File: config.mk
export PLATFORM = sky130hd
export DESIGN_NAME = joybus_ctrl_tx
export DESIGN_NICKNAME = d
export VERILOG_FILES = /design/src/rtl/joybus_ctrl_tx.sv
export SDC_FILE = /design/constraint.sdc
export NUM_CORES = 1
export LEC_CHECK = 0
export ABC_AREA = 0
export CORE_MARGIN = 1.5
export CORE_UTILIZATION = 46
export DETAILED_ROUTE_END_ITERATION = 6
export GPL_ROUTABILITY_DRIVEN = 0
export GPL_TIMING_DRIVEN = 0
export PLACE_DENSITY = 0.71
export SLEW_MARGIN = 10
export SYNTH_ARGS = -nofsm -noshare
export SYNTH_HDL_FRONTEND = slang
export SYNTH_SLANG_ARGS = --single-unit
File: constraint.sdc
create_clock -name CTRL_CLK -period 1.7 [get_ports CTRL_CLK]
set_input_delay 0.34 -clock CTRL_CLK [delete_from_list [all_inputs] [get_ports CTRL_CLK]]
set_output_delay 0.34 -clock CTRL_CLK [all_outputs]
set_load 0.05 [all_outputs]
File: src/rtl/joybus_ctrl_tx.sv
// joybus_ctrl_tx: Joybus pulse-width serializer driving the open-drain N64 controller line.
// Define JOYBUS_TX_COLLISION_CHK_EN to abort a frame when the line is held low at the end of a bit.
module joybus_ctrl_tx #(
  parameter int         TICKS_PER_US = 4,
  parameter int         STOP_US      = 1,
  parameter logic [7:0] IDLE_TH      = 8'd32,
  parameter logic [9:0] BUS_WAIT_TO  = 10'd1023
) (
  input  logic        CTRL_CLK,
  input  logic        CTRL_nRST,
  input  logic        CTRL_i,
  input  logic        start_i,
  input  logic [31:0] tx_data_i,
  input  logic [2:0]  tx_len_i,
  output logic        CTRL_drv_o,
  output logic        busy_o,
  output logic        done_o,
  output logic        err_o
);
  localparam int TW = $clog2(3 * TICKS_PER_US) + 1;
  localparam logic [TW-1:0] TK_1T   = TW'(TICKS_PER_US - 1);
  localparam logic [TW-1:0] TK_3T   = TW'(3 * TICKS_PER_US - 1);
  localparam logic [TW-1:0] TK_STOP = TW'(STOP_US * TICKS_PER_US - 1);

  typedef enum logic [2:0] {
    S_IDLE, S_WAIT_BUS, S_BIT_LOW, S_BIT_HIGH, S_STOP_LOW
  } state_e;

  state_e        state_q, state_d;
  logic [31:0]   shift_q, shift_d;
  logic [5:0]    bits_q, bits_d;
  logic [TW-1:0] tick_q, tick_d;
  logic [7:0]    idle_q, idle_d;
  logic [9:0]    wait_q, wait_d;
  logic          sync1_q, sync2_q;
  logic          drv_q, drv_d;
  logic          busy_q, busy_d;
  logic          done_q, done_d;
  logic          err_q, err_d;
  logic          line_s;

  assign line_s = sync2_q;

  // Phase lengths are preloaded minus one: '1' is short-low/long-high, '0' the reverse.
  function automatic logic [TW-1:0] low_ticks(input logic b);
    return b ? TK_1T : TK_3T;
  endfunction

  function automatic logic [TW-1:0] high_ticks(input logic b);
    return b ? TK_3T : TK_1T;
  endfunction

  always_ff @(posedge CTRL_CLK or negedge CTRL_nRST) begin
    if (!CTRL_nRST) begin
      sync1_q <= 1'b0;
      sync2_q <= 1'b0;
    end else begin
      // NOTE: non-blocking assignments keep the two flops a real shift chain.
      sync1_q <= CTRL_i;
      sync2_q <= sync1_q;
    end
  end

  always_comb begin
    // NOTE: every signal gets a default first so no path leaves a latch behind.
    state_d = state_q;
    shift_d = shift_q;
    bits_d  = bits_q;
    tick_d  = tick_q;
    idle_d  = idle_q;
    wait_d  = wait_q;
    busy_d  = busy_q;
    done_d  = 1'b0;
    err_d   = 1'b0;

    unique case (state_q)
      S_IDLE: begin
        if (start_i && (tx_len_i != 3'd0)) begin
          shift_d = tx_data_i;
          bits_d  = (tx_len_i >= 3'd4) ? 6'd32 : {tx_len_i, 3'b000};
          idle_d  = 8'd0;
          wait_d  = 10'd0;
          busy_d  = 1'b1;
          state_d = S_WAIT_BUS;
        end
      end
      S_WAIT_BUS: begin
        idle_d = line_s ? idle_q + 8'd1 : 8'd0;
        wait_d = wait_q + 10'd1;
        if (line_s && (idle_q == IDLE_TH - 8'd1)) begin
          tick_d  = low_ticks(shift_q[31]);
          state_d = S_BIT_LOW;
        end else if (wait_q == BUS_WAIT_TO - 10'd1) begin
          err_d   = 1'b1;
          busy_d  = 1'b0;
          state_d = S_IDLE;
        end
      end
      S_BIT_LOW: begin
        if (tick_q == '0) begin
          tick_d  = high_ticks(shift_q[31]);
          state_d = S_BIT_HIGH;
        end else begin
          tick_d = tick_q - 1'b1;
        end
      end
      S_BIT_HIGH: begin
        if (tick_q != '0) begin
          tick_d = tick_q - 1'b1;
`ifdef JOYBUS_TX_COLLISION_CHK_EN
        end else if (!line_s) begin
          err_d   = 1'b1;
          busy_d  = 1'b0;
          state_d = S_IDLE;
`endif
        end else begin
          shift_d = {shift_q[30:0], 1'b0};
          bits_d  = bits_q - 6'd1;
          if (bits_q == 6'd1) begin
            tick_d  = TK_STOP;
            state_d = S_STOP_LOW;
          end else begin
            tick_d  = low_ticks(shift_q[30]);
            state_d = S_BIT_LOW;
          end
        end
      end
      S_STOP_LOW: begin
        if (tick_q == '0) begin
          done_d  = 1'b1;
          busy_d  = 1'b0;
          state_d = S_IDLE;
        end else begin
          tick_d = tick_q - 1'b1;
        end
      end
      default: state_d = S_IDLE;
    endcase

    drv_d = (state_d == S_BIT_LOW) || (state_d == S_STOP_LOW);
  end

  always_ff @(posedge CTRL_CLK or negedge CTRL_nRST) begin
    if (!CTRL_nRST) begin
      state_q <= S_IDLE;
      shift_q <= '0;
      bits_q  <= '0;
      tick_q  <= '0;
      idle_q  <= '0;
      wait_q  <= '0;
      drv_q   <= 1'b0;
      busy_q  <= 1'b0;
      done_q  <= 1'b0;
      err_q   <= 1'b0;
    end else begin
      state_q <= state_d;
      shift_q <= shift_d;
      bits_q  <= bits_d;
      tick_q  <= tick_d;
      idle_q  <= idle_d;
      wait_q  <= wait_d;
      drv_q   <= drv_d;
      busy_q  <= busy_d;
      done_q  <= done_d;
      err_q   <= err_d;
    end
  end

  assign CTRL_drv_o = drv_q;
  assign busy_o     = busy_q;
  assign done_o     = done_q;
  assign err_o      = err_q;

endmodule

# Word level (Yosys, flattened, before mapping)
# Cells that the tools add are included.
[classes]
addsub = 4
order_cmp = 1
n_eq_ne = 16
mux = 39
n_reduce_logical = 15
[ops]
columns = ["operator", "count"]
rows = [
  ["two-way mux 32 bit", 2],
  ["case mux 32 bit (2 select lines)", 1],
  ["two-way mux 3 bit", 7],
  ["two-way mux 5 bit", 4],
  ["case mux 10 bit (2 select lines)", 1],
  ["case mux 5 bit (4 select lines)", 1],
  ["two-way mux 6 bit", 3],
  ["two-way mux 4 bit", 4],
  ["two-way mux 8 bit", 2],
  ["case mux 8 bit (2 select lines)", 1],
  ["case mux 3 bit (5 select lines)", 1],
  ["!= test 2 bit (second input constant)", 7],
  ["case mux 6 bit (2 select lines)", 1],
  ["adder 10 x 1 -> 10 bit (second input constant)", 1],
  ["equality test 10 bit (second input constant)", 1],
  ["two-way mux 10 bit", 1],
  ["equality test 3 x 2 -> 1 bit (second input constant)", 3],
  ["two-way mux 1 bit", 9],
  ["adder 8 x 1 -> 8 bit (second input constant)", 1],
  ["equality test 8 x 5 -> 1 bit (second input constant)", 1],
  ["equality test 3 bit (second input constant)", 2],
  ["equality test 6 x 1 -> 1 bit (second input constant)", 1],
  ["AND reduction 3 bit", 2],
  ["nonzero test 3 bit", 2],
  ["14 further kinds", 16],
]
[totals]
reg_bits = 70
inputBits = 39
out_inout_bits = 4
wordCells = 87

# Logic depth before layout (Yosys ltp)
# Gate-level depths: netlist of the first run.
[logic_depth]
depth_word = 6
ltp_mapped = 8
mapped_depth_nobuf = 7

# Least setup slack after synthesis of the first run
# No wires, ideal clock.
[synth_path]
kind = "register to register"
start = "register tick_q[0]"
end = "register tick_q[2]"
setup_time_ps = 122
arrival_ps = 1625
t_required_ps = 1578
slack_ps = -47
stages_incl_launch_ff = 8
n_path_buf = 1
period_less_slack_ps = 1747
cell_sequence = "dfrtp_1 > inv_1 > ha_1 > nor4b_2 > buf_2 > nand2b_1 > o311ai_4 > a32o_1"
[synth_via]
elab_chain_len = 3
elab_cells_between_ends = 9
classes_between = "add/sub: 1; eq/ne: 1; mux: 4; reduce/logical: 3"
[synth_lines]
columns = ["element", "line", "source"]
rows = [
  ["start: declaration", "32", "logic [TW-1:0] tick_q, tick_d;"],
  ["start signal: assignment", "159", "tick_q <= tick_d;"],
  ["subtractor 5 x 1 -> 5 bit (tied with other cells)", "104, 109, 134", ""],
  ["two-way mux 5 bit (tied with other cells)", "129", "if (tick_q == '0) begin"],
  ["case mux 5 bit (4 select lines) or AND reduction 3 bit (tied branches)", "-", ""],
]
# Several ways; a longest one is shown, not always the timed one. The select of a mux whose other input is x is not followed.
# A chain may end at the register's enable or synchronous reset.

# Worst setup path in the final report of the first run
[layout_path]
start = "register tick_q[1]"
end = "register shift_q[2]"
[layout_via]
elab_chain_len = 3
[layout_lines]
columns = ["element", "line", "source"]
rows = [
  ["nonzero test 5 bit", "108", "if (tick_q != '0) begin"],
  ["!= test 2 bit (no line)", "-", ""],
  ["AND reduction 3 bit (no line)", "-", ""],
  ["end signal: assignment", "157", "shift_q <= shift_d;"],
  ["end: declaration", "30", "logic [31:0] shift_q, shift_d;"],
]
# No other way between the ends.

==> run summary, run 1 <==
status - finished with violations
failing checks - setup timing
pwr dens - 1060 nW/µm²
share of post-route cells with drive strength above 1 - 26.1%
VDD IR max - 783 µV
Die Height - 89.5 µm
unrepaired setup endpoints after global routing - true
Syn Inst Count - 386
most common cell after layout, fill and taps aside - nand2_1
H-tree levels - 3
synth unique cells - 44
Placement Cell Area - 4020 µm²
core area - 7250 µm²
Syn Nets - 431
Remaining DRCs - 0
Final Power - 5260 µW
total gr overflow - 0
post-DP HPWL - 5100 µm
DR iter-0 viols - 190
Avg WL per Cell - 15.9 µm
clk buf depth - 2
CP Class - flop to flop
fin nets - 511
transition time of the tightest slew-check pin - 0.485 ns
synth warn - 0
Static Leak - 0.00213 µW
top_reg_cell synth - dfrtp_1
mean post-synth cell area - 8.91 µm²
FF-to-FF setup slack - -0.18 ns
Startpoint Class - flop
Chip Width - 89.5 µm
CP startpoint - tick_q[1]$_DFFE_PN0P_
Via Count - 3,151
endpoint class of the critical path - flop
vias per cell - 5.53
sequential element share of the synthesized area - 50.9%
Hold Crit Class - flop to flop
maxcap violations - 0
post-route ant nets - 0
Initial Utilization - 47.4%
Final Hold Fails - 0
reg2reg start - tick_q[1]$_DFFE_PN0P_
first-pass GRT wire length - 14,500 µm
CP required - 1.97 ns
FF-to-FF path depth - 9
cell taking the most area after synthesis - dfrtp_1
async set-or-reset flop fraction in the synthesized netlist - 100%
cts bufs inserted - 9
synthesis-stage register bit count - 70
die area - 8000 µm²
post-synth top area share - 50.9%
top cells by area, synth - dfrtp_1 51%, nand2_1 9.0%, a31oi_1 6.7%, nor2_1 4.9%, o21ai_0 3.6%
synth-to-layout area growth - 44.8%
Slew headroom - 67.8%
Clk Latency, worst-skew pair - 0.35 ns
port bufs - 42
endpoints failing setup - 44
clk_skew - 0.00818 ns
Post-synth EDFFs - 0
number of core rows - 31
largest net degree at the start of global routing - 57
Worst Setup EP - shift_q[2]$_DFFE_PN0P_
Mapped Area - 3440 µm²
root buffer cell - clkbuf_8
number of global-route vias before repair - 3,038
Initial DRT Pass Iterations - 4
initial antenna violation count - 0
worst setup margin - -0.179 ns
WP data arrival - 2.15 ns
Tmin final - 1.88 ns
GRT Util Overall - 24.0%
worst r2r dst - shift_q[2]$_DFFE_PN0P_
Crit Path Max Fanout - 8
most frequent cells in the layout - 81 x nand2_1, 67 x dfrtp_1, 37 x a31oi_1
Final Cell Area - 4980 µm²
clk slew on worst S/H paths - 0.08 ns
fmax - 532 MHz
I/O Pins - 43
number of diodes - 0
clock sink count - 70
WL final - 9090 µm
TritonCTS clock tree - built
Max Slew Vio Count - 0
Final Cycle Share - 111%
## through the flow
step	TNS (ns)	setup slack [ns]	utilization (%)	instances	hold slack, ns
final	-5.22	-0.179	68.7	570	0.356
after global routing	-9.94	-0.274	68.7	570	0.383
after CTS	-3.34	-0.139	66.6	570	0.358
after detailed placement	-26.69	-0.594	55.4	528	0.217
after global placement	-173.51	-2.12	55.0	527	0.333
after floorplan	-0.0890	-0.00382	-	386	0.0444
## cells by family after synthesis
group | share of synthesized area [%]
XOR/XNOR | 1.02
multiplexers | 0.291
AO/OA/AOI/OAI | 16.6
adder cells (fa/ha/maj) | 2.18
AND/OR/NAND/NOR | 25.3
buffers and inverters | 3.64
flip-flops | 50.9
## worst max-delay path, cell delays in order, from the launching register on
cell	delay [ns]
dfrtp_1	0.40
inv_2	0.08
ha_4	0.13
nor4b_4	0.23
nand3_2	0.16
a21oi_4	0.26
buf_12	0.20
clkbuf_16	0.16
nor2_2	0.03
a31oi_1	0.14
## area by class of cell
cell class / instances / area (µm²)
Fill cell: 562 / 2270
Multi-Input combinational cell: 287 / 1810
Sequential cell: 70 / 1760
Timing Repair Buffer: 72 / 802
Buffer: 18 / 215
Clock buffer: 11 / 141
Tap cell: 99 / 124
Clock inverter: 5 / 106
Inverter: 8 / 30.0
## routing by layer
layer	up-vias	GRT usage [%]	wire length [µm]
met5	-	0	0
met4	0	11.2	207
met3	19	3.60	337
met2	84	38.9	4450
met1	1528	31.8	4100
li1	1520	-	-
## cell usage after synthesis (all sizes together), types with 4 or more instances
| master | number |
|---|---|
| nor2 | 47 |
| o21ai | 28 |
| nand3 | 18 |
| nand2 | 82 |
| a31oi | 37 |
| buf | 11 |
| o31ai | 5 |
| clkbuf | 10 |
| ha | 6 |
| inv | 8 |
| or3 | 4 |
| a21oi | 7 |
| nand4 | 8 |
| nor2b | 4 |
| dfrtp | 70 |
## repair_timing
| item | 4_1_cts | 5_1_grt |
|---|---|---|
| resized for setup | 73 | 52 |
| hold buffers | 1 | 0 |
| hold endpoints to repair | 14 | 0 |
| setup endpoints to repair | 64 | 62 |
| pin swaps | 15 | 13 |
| setup buffers | 18 | 3 |
| gates cloned | 8 | 1 |
## sequential cells by signal (all words and copies together), names as in the netlist
| register | cells |
|---|---|
| state_q | 3 |
| CTRL_drv_o | 1 |
| busy_o | 1 |
| done_o | 1 |
| tick_q | 5 |
| bits_q | 6 |
| shift_q | 32 |
| idle_q | 8 |
| err_o | 1 |
| wait_q | 10 |
| sync1_q | 1 |
| line_s | 1 |
## power breakdown
| part | total (µW) | internal, µW | switching, µW | leakage, µW |
|---|---|---|---|---|
| Sequential | 2420 | 2050 | 366 | 0.000846 |
| Combinational | 1170 | 604 | 566 | 0.00117 |
| Clock | 1670 | 1020 | 649 | 0.000120 |
| Total | 5260 | 3670 | 1580 | 0.00213 |
## worst min-delay path by stage
stage                      startpoint  slack (ns)  cells past startpoint               endpoint
floorplan                   CTRL_nRST        0.04                      0   CTRL_drv_o$_DFF_PN0_
global placement    sync1_q$_DFF_PN0_        0.33                      0       line_s$_DFF_PN0_
detailed placement          CTRL_nRST        0.22                      1  idle_q[7]$_DFFE_PN0P_
CTS                 sync1_q$_DFF_PN0_        0.36                      0       line_s$_DFF_PN0_
global route        sync1_q$_DFF_PN0_        0.38                      0       line_s$_DFF_PN0_
finish              sync1_q$_DFF_PN0_        0.36                      0       line_s$_DFF_PN0_
Note: power is estimated with default switching activity, not from simulation.
==> run 2: changes to the inputs <==
==> constraint.sdc (replaced) <==
create_clock -name CTRL_CLK -period 1.7 [get_ports CTRL_CLK]
set_input_delay 0.51 -clock CTRL_CLK [delete_from_list [all_inputs] [get_ports CTRL_CLK]]
set_output_delay 0.51 -clock CTRL_CLK [all_outputs]
set_load 0.05 [all_outputs]
==> run 2 against run 1 <==
Effect of this change: the flow still finishes with violations (setup timing); power decreased by 6.3%; core utilization is 0.74 points lower; non-clock buffer count grew 5; final area decreased by 1.1%; wire length shrank 6.2%; sequential share of layout area grew 0.41 points; global-route usage is 1.2 points lower; fmax rose by 1.7%; sequential cell count stayed put; critical endpoint is now tick_q[2]$_DFFE_PN0P_; largest power group unchanged.
==> run summary, run 2 (synthesis gave the netlist of run 1 again) <==
FF-to-FF setup slack - -0.15 ns (+0.03 ns)
CP required - 1.93 ns (-0.04 ns)
vias per cell - 5.50 (-0.59%)
clk slew on worst S/H paths - 0.07 ns (about the same)
VDD IR max - 591 µV (-24%)
share of post-route cells with drive strength above 1 - 24.7% (-1.4 points)
WP data arrival - 2.08 ns (-0.07 ns)
most frequent cells in the layout - 81 x nand2_1, 66 x dfrtp_1, 34 x a31oi_1
largest registers - shift_q x32, wait_q x10, idle_q x8
Inst Count DP - 528 (unchanged)
post-DP HPWL - 5230 µm (+2.5%)
total gr overflow - 0 (unchanged)
worst r2r dst - tick_q[2]$_DFFE_PN0P_
Die Height - 89.5 µm (unchanged)
Final Power - 4920 µW (-6.3%)
# fillers - 560 (-0.36%)
CP Class - flop to flop
Top reg by flops - shift_q
DR iter-0 viols - 242 (+27%)
initial antenna violation count - 0 (unchanged)
Finished Layout Cells - 573 (+0.53%)
Worst Setup EP - tick_q[2]$_DFFE_PN0P_
first-pass GRT wire length - 13,900 µm (-4.7%)
Gate power share - 24.2% (+1.9 points)
clk_skew - 0.00623 ns (-0.00195 ns)
number of diodes - 0 (unchanged)
Hold-fix buffers, CTS - 0 (-1)
WL final - 8530 µm (-6.2%)
Tmin final - 1.85 ns (-0.0313 ns)
Slowest-stage cell, CP - dfrtp_1
fin nets - 516 (+0.98%)
Final Hold Fails - 0 (unchanged)
TritonCTS clock tree - built
Finished Core Util - 67.9% (-0.74 points)
root buffer cell - clkbuf_8
Static Leak - 0.00210 µW (-1.4%)
Initial DRT Pass Iterations - 4 (unchanged)
fmax - 541 MHz (+1.7%)
die area - 8000 µm² (unchanged)
Startpoint Class - flop
multi-input logic area - 1810 µm² (about the same)
crit-path cells - inv_1, ha_2, nor4b_4, buf_4, nand2b_4, o311ai_4, buf_12, a32o_1
GRT Util Overall - 22.8% (-1.2 points)
setup tns final - -3.28 ns (+1.93 ns)
Top delay family on crit path - buffers and inverters
post-route ant nets - 0 (unchanged)
Initial Utilization - 47.4% (unchanged)
worst setup margin - -0.148 ns (+0.0313 ns)
Clk Latency, worst-skew pair - 0.34 ns (about the same)
FF-to-FF path depth - 8 (-1)
largest stage delay on the critical path - 0.38 ns (-0.02 ns)
Reg area - 1760 µm² (about the same)
Buf/Inv on CP - 3 (unchanged)
cts bufs inserted - 9 (unchanged)
CP startpoint - tick_q[1]$_DFFE_PN0P_
Final Cycle Share - 109% (-1.8 points)
number of global-route vias before repair - 2,960 (-2.6%)
Crit path depth - 8 (-1)
H-tree levels - 3 (unchanged)
Setup WS pre-CTS - -0.640 ns (-0.0457 ns)
Remaining DRCs - 0 (unchanged)
Internal - 3420 µW (-6.9%)
most common cell after layout, fill and taps aside - nand2_1
endpoint class of the critical path - flop
Crit Path Max Fanout - 10 (+2)
pwr dens - 999 nW/µm² (-5.3%)
Chip Width - 89.5 µm (unchanged)
Via Count - 3,149 (-0.063%)
Slew headroom - 68.3% (+0.44 points)
synth-to-layout area growth - 43.3%
clk buf depth - 2 (unchanged)
max FFs per register - 32 (unchanged)
failing checks - setup timing
clock sink count - 70 (unchanged)
endpoints failing setup - 43 (-2.3%)
number of core rows - 31 (unchanged)
I/O Pins - 43 (unchanged)
Avg WL per Cell - 14.9 µm (-6.7%)
port bufs - 42 (unchanged)
maxcap violations - 0 (unchanged)
sequential share of power - 48.6% (+2.6 points)
switching fraction of total power - 30.5% (+0.44 points)
Clk network pwr share - 27.2% (-4.5 points)
transition time of the tightest slew-check pin - 0.478 ns (-0.00665 ns)
Net Sw Power - 1500 µW (-5.0%)
Hold Crit Class - primary input to asynchronous set/reset pin
unrepaired setup endpoints after global routing - true
core area - 7250 µm² (unchanged)
status - finished with violations
reg2reg start - tick_q[1]$_DFFE_PN0P_
largest net degree at the start of global routing - 49 (-14%)
Max Slew Vio Count - 0 (unchanged)
run 2: cell types whose count changed in the layout (fill, tap and decap cells not counted), moves of 3 or more:
cell,previous run,this run
buf_4,15,22
a31oi_1,37,34
dlygate4sd2_1,4,0
nor2_4,5,8
nor2_2,21,10
clkdlybuf4s15_1,0,4
o21ai_1,3,6
clkbuf_2,5,8
nor2_1,21,29
run 2: worst register-to-register path, stage by stage (launching register included):
cell      delay, ns
dfrtp_1        0.38
inv_1          0.06
ha_2           0.17
nor4b_4        0.24
buf_4          0.23
nand2b_4       0.17
o311ai_4       0.10
buf_12         0.16
a32o_1         0.23
run 2: metal layers:
| layer | global-route usage, % | part of all wire (%) | vias to the layer above | wire length, µm |
|---|---|---|---|---|
| met5 | 0 | 0 | - | 0 |
| met4 | 7.83 | 1.2 | 0 | 105 |
| met3 | 5.17 | 5.2 | 9 | 444 |
| met2 | 37.1 | 50 | 91 | 4250 |
| met1 | 30.2 | 44 | 1516 | 3720 |
| li1 | - | - | 1533 | - |
run 2: worst min path at each step:
| stage | slack (ns) | from | endpoint | cells past startpoint |
|---|---|---|---|---|
| after floorplan | 0.21 | CTRL_nRST | CTRL_drv_o$_DFF_PN0_ | 0 |
| after global placement | 0.33 | sync1_q$_DFF_PN0_ | line_s$_DFF_PN0_ | 0 |
| after detailed placement | 0.34 | sync1_q$_DFF_PN0_ | line_s$_DFF_PN0_ | 0 |
| after CTS | 0.06 | CTRL_nRST | idle_q[6]$_DFFE_PN0P_ | 1 |
| after global routing | 0.08 | CTRL_nRST | sync1_q$_DFF_PN0_ | 1 |
| final | 0.06 | CTRL_nRST | idle_q[6]$_DFFE_PN0P_ | 1 |
run 2: area by class of cell:
| type | count | share of cell area [%] |
|---|---|---|
| Multi-Input combinational cell | 287 | 36.7 |
| Sequential cell | 70 | 35.7 |
| Timing Repair Buffer | 76 | 16.4 |
| Buffer | 19 | 4.27 |
| Clock buffer | 13 | 3.23 |
| Tap cell | 99 | 2.51 |
| Clock inverter | 1 | 0.610 |
| Inverter | 8 | 0.610 |
run 2: stage by stage:
step / area (µm²) / hold slack (ns)
global route: 4930 / 0.0780
floorplan: 3470 / 0.214
detailed placement: 4040 / 0.345
CTS: 4790 / 0.0580
global placement: 4010 / 0.333
finish: 4930 / 0.0585
run 2: power groups by stage:
stage	clock, µW	sequential, µW	combinational (µW)
3_3_place_gp	0	2350	877
2_1_floorplan	0	2330	599
5_1_grt	1430	2440	1320
3_5_place_dp	0	2370	914
6_report	1340	2390	1190
4_1_cts	1360	2360	1110
run 2: what timing repair did:
action / in CTS / in global routing
setup buffers: 18 / 13
resized for setup: 86 / 45
pin swaps: 9 / 8
cloned: 6 / 1
endpoints found under the setup margin: 63 / 66
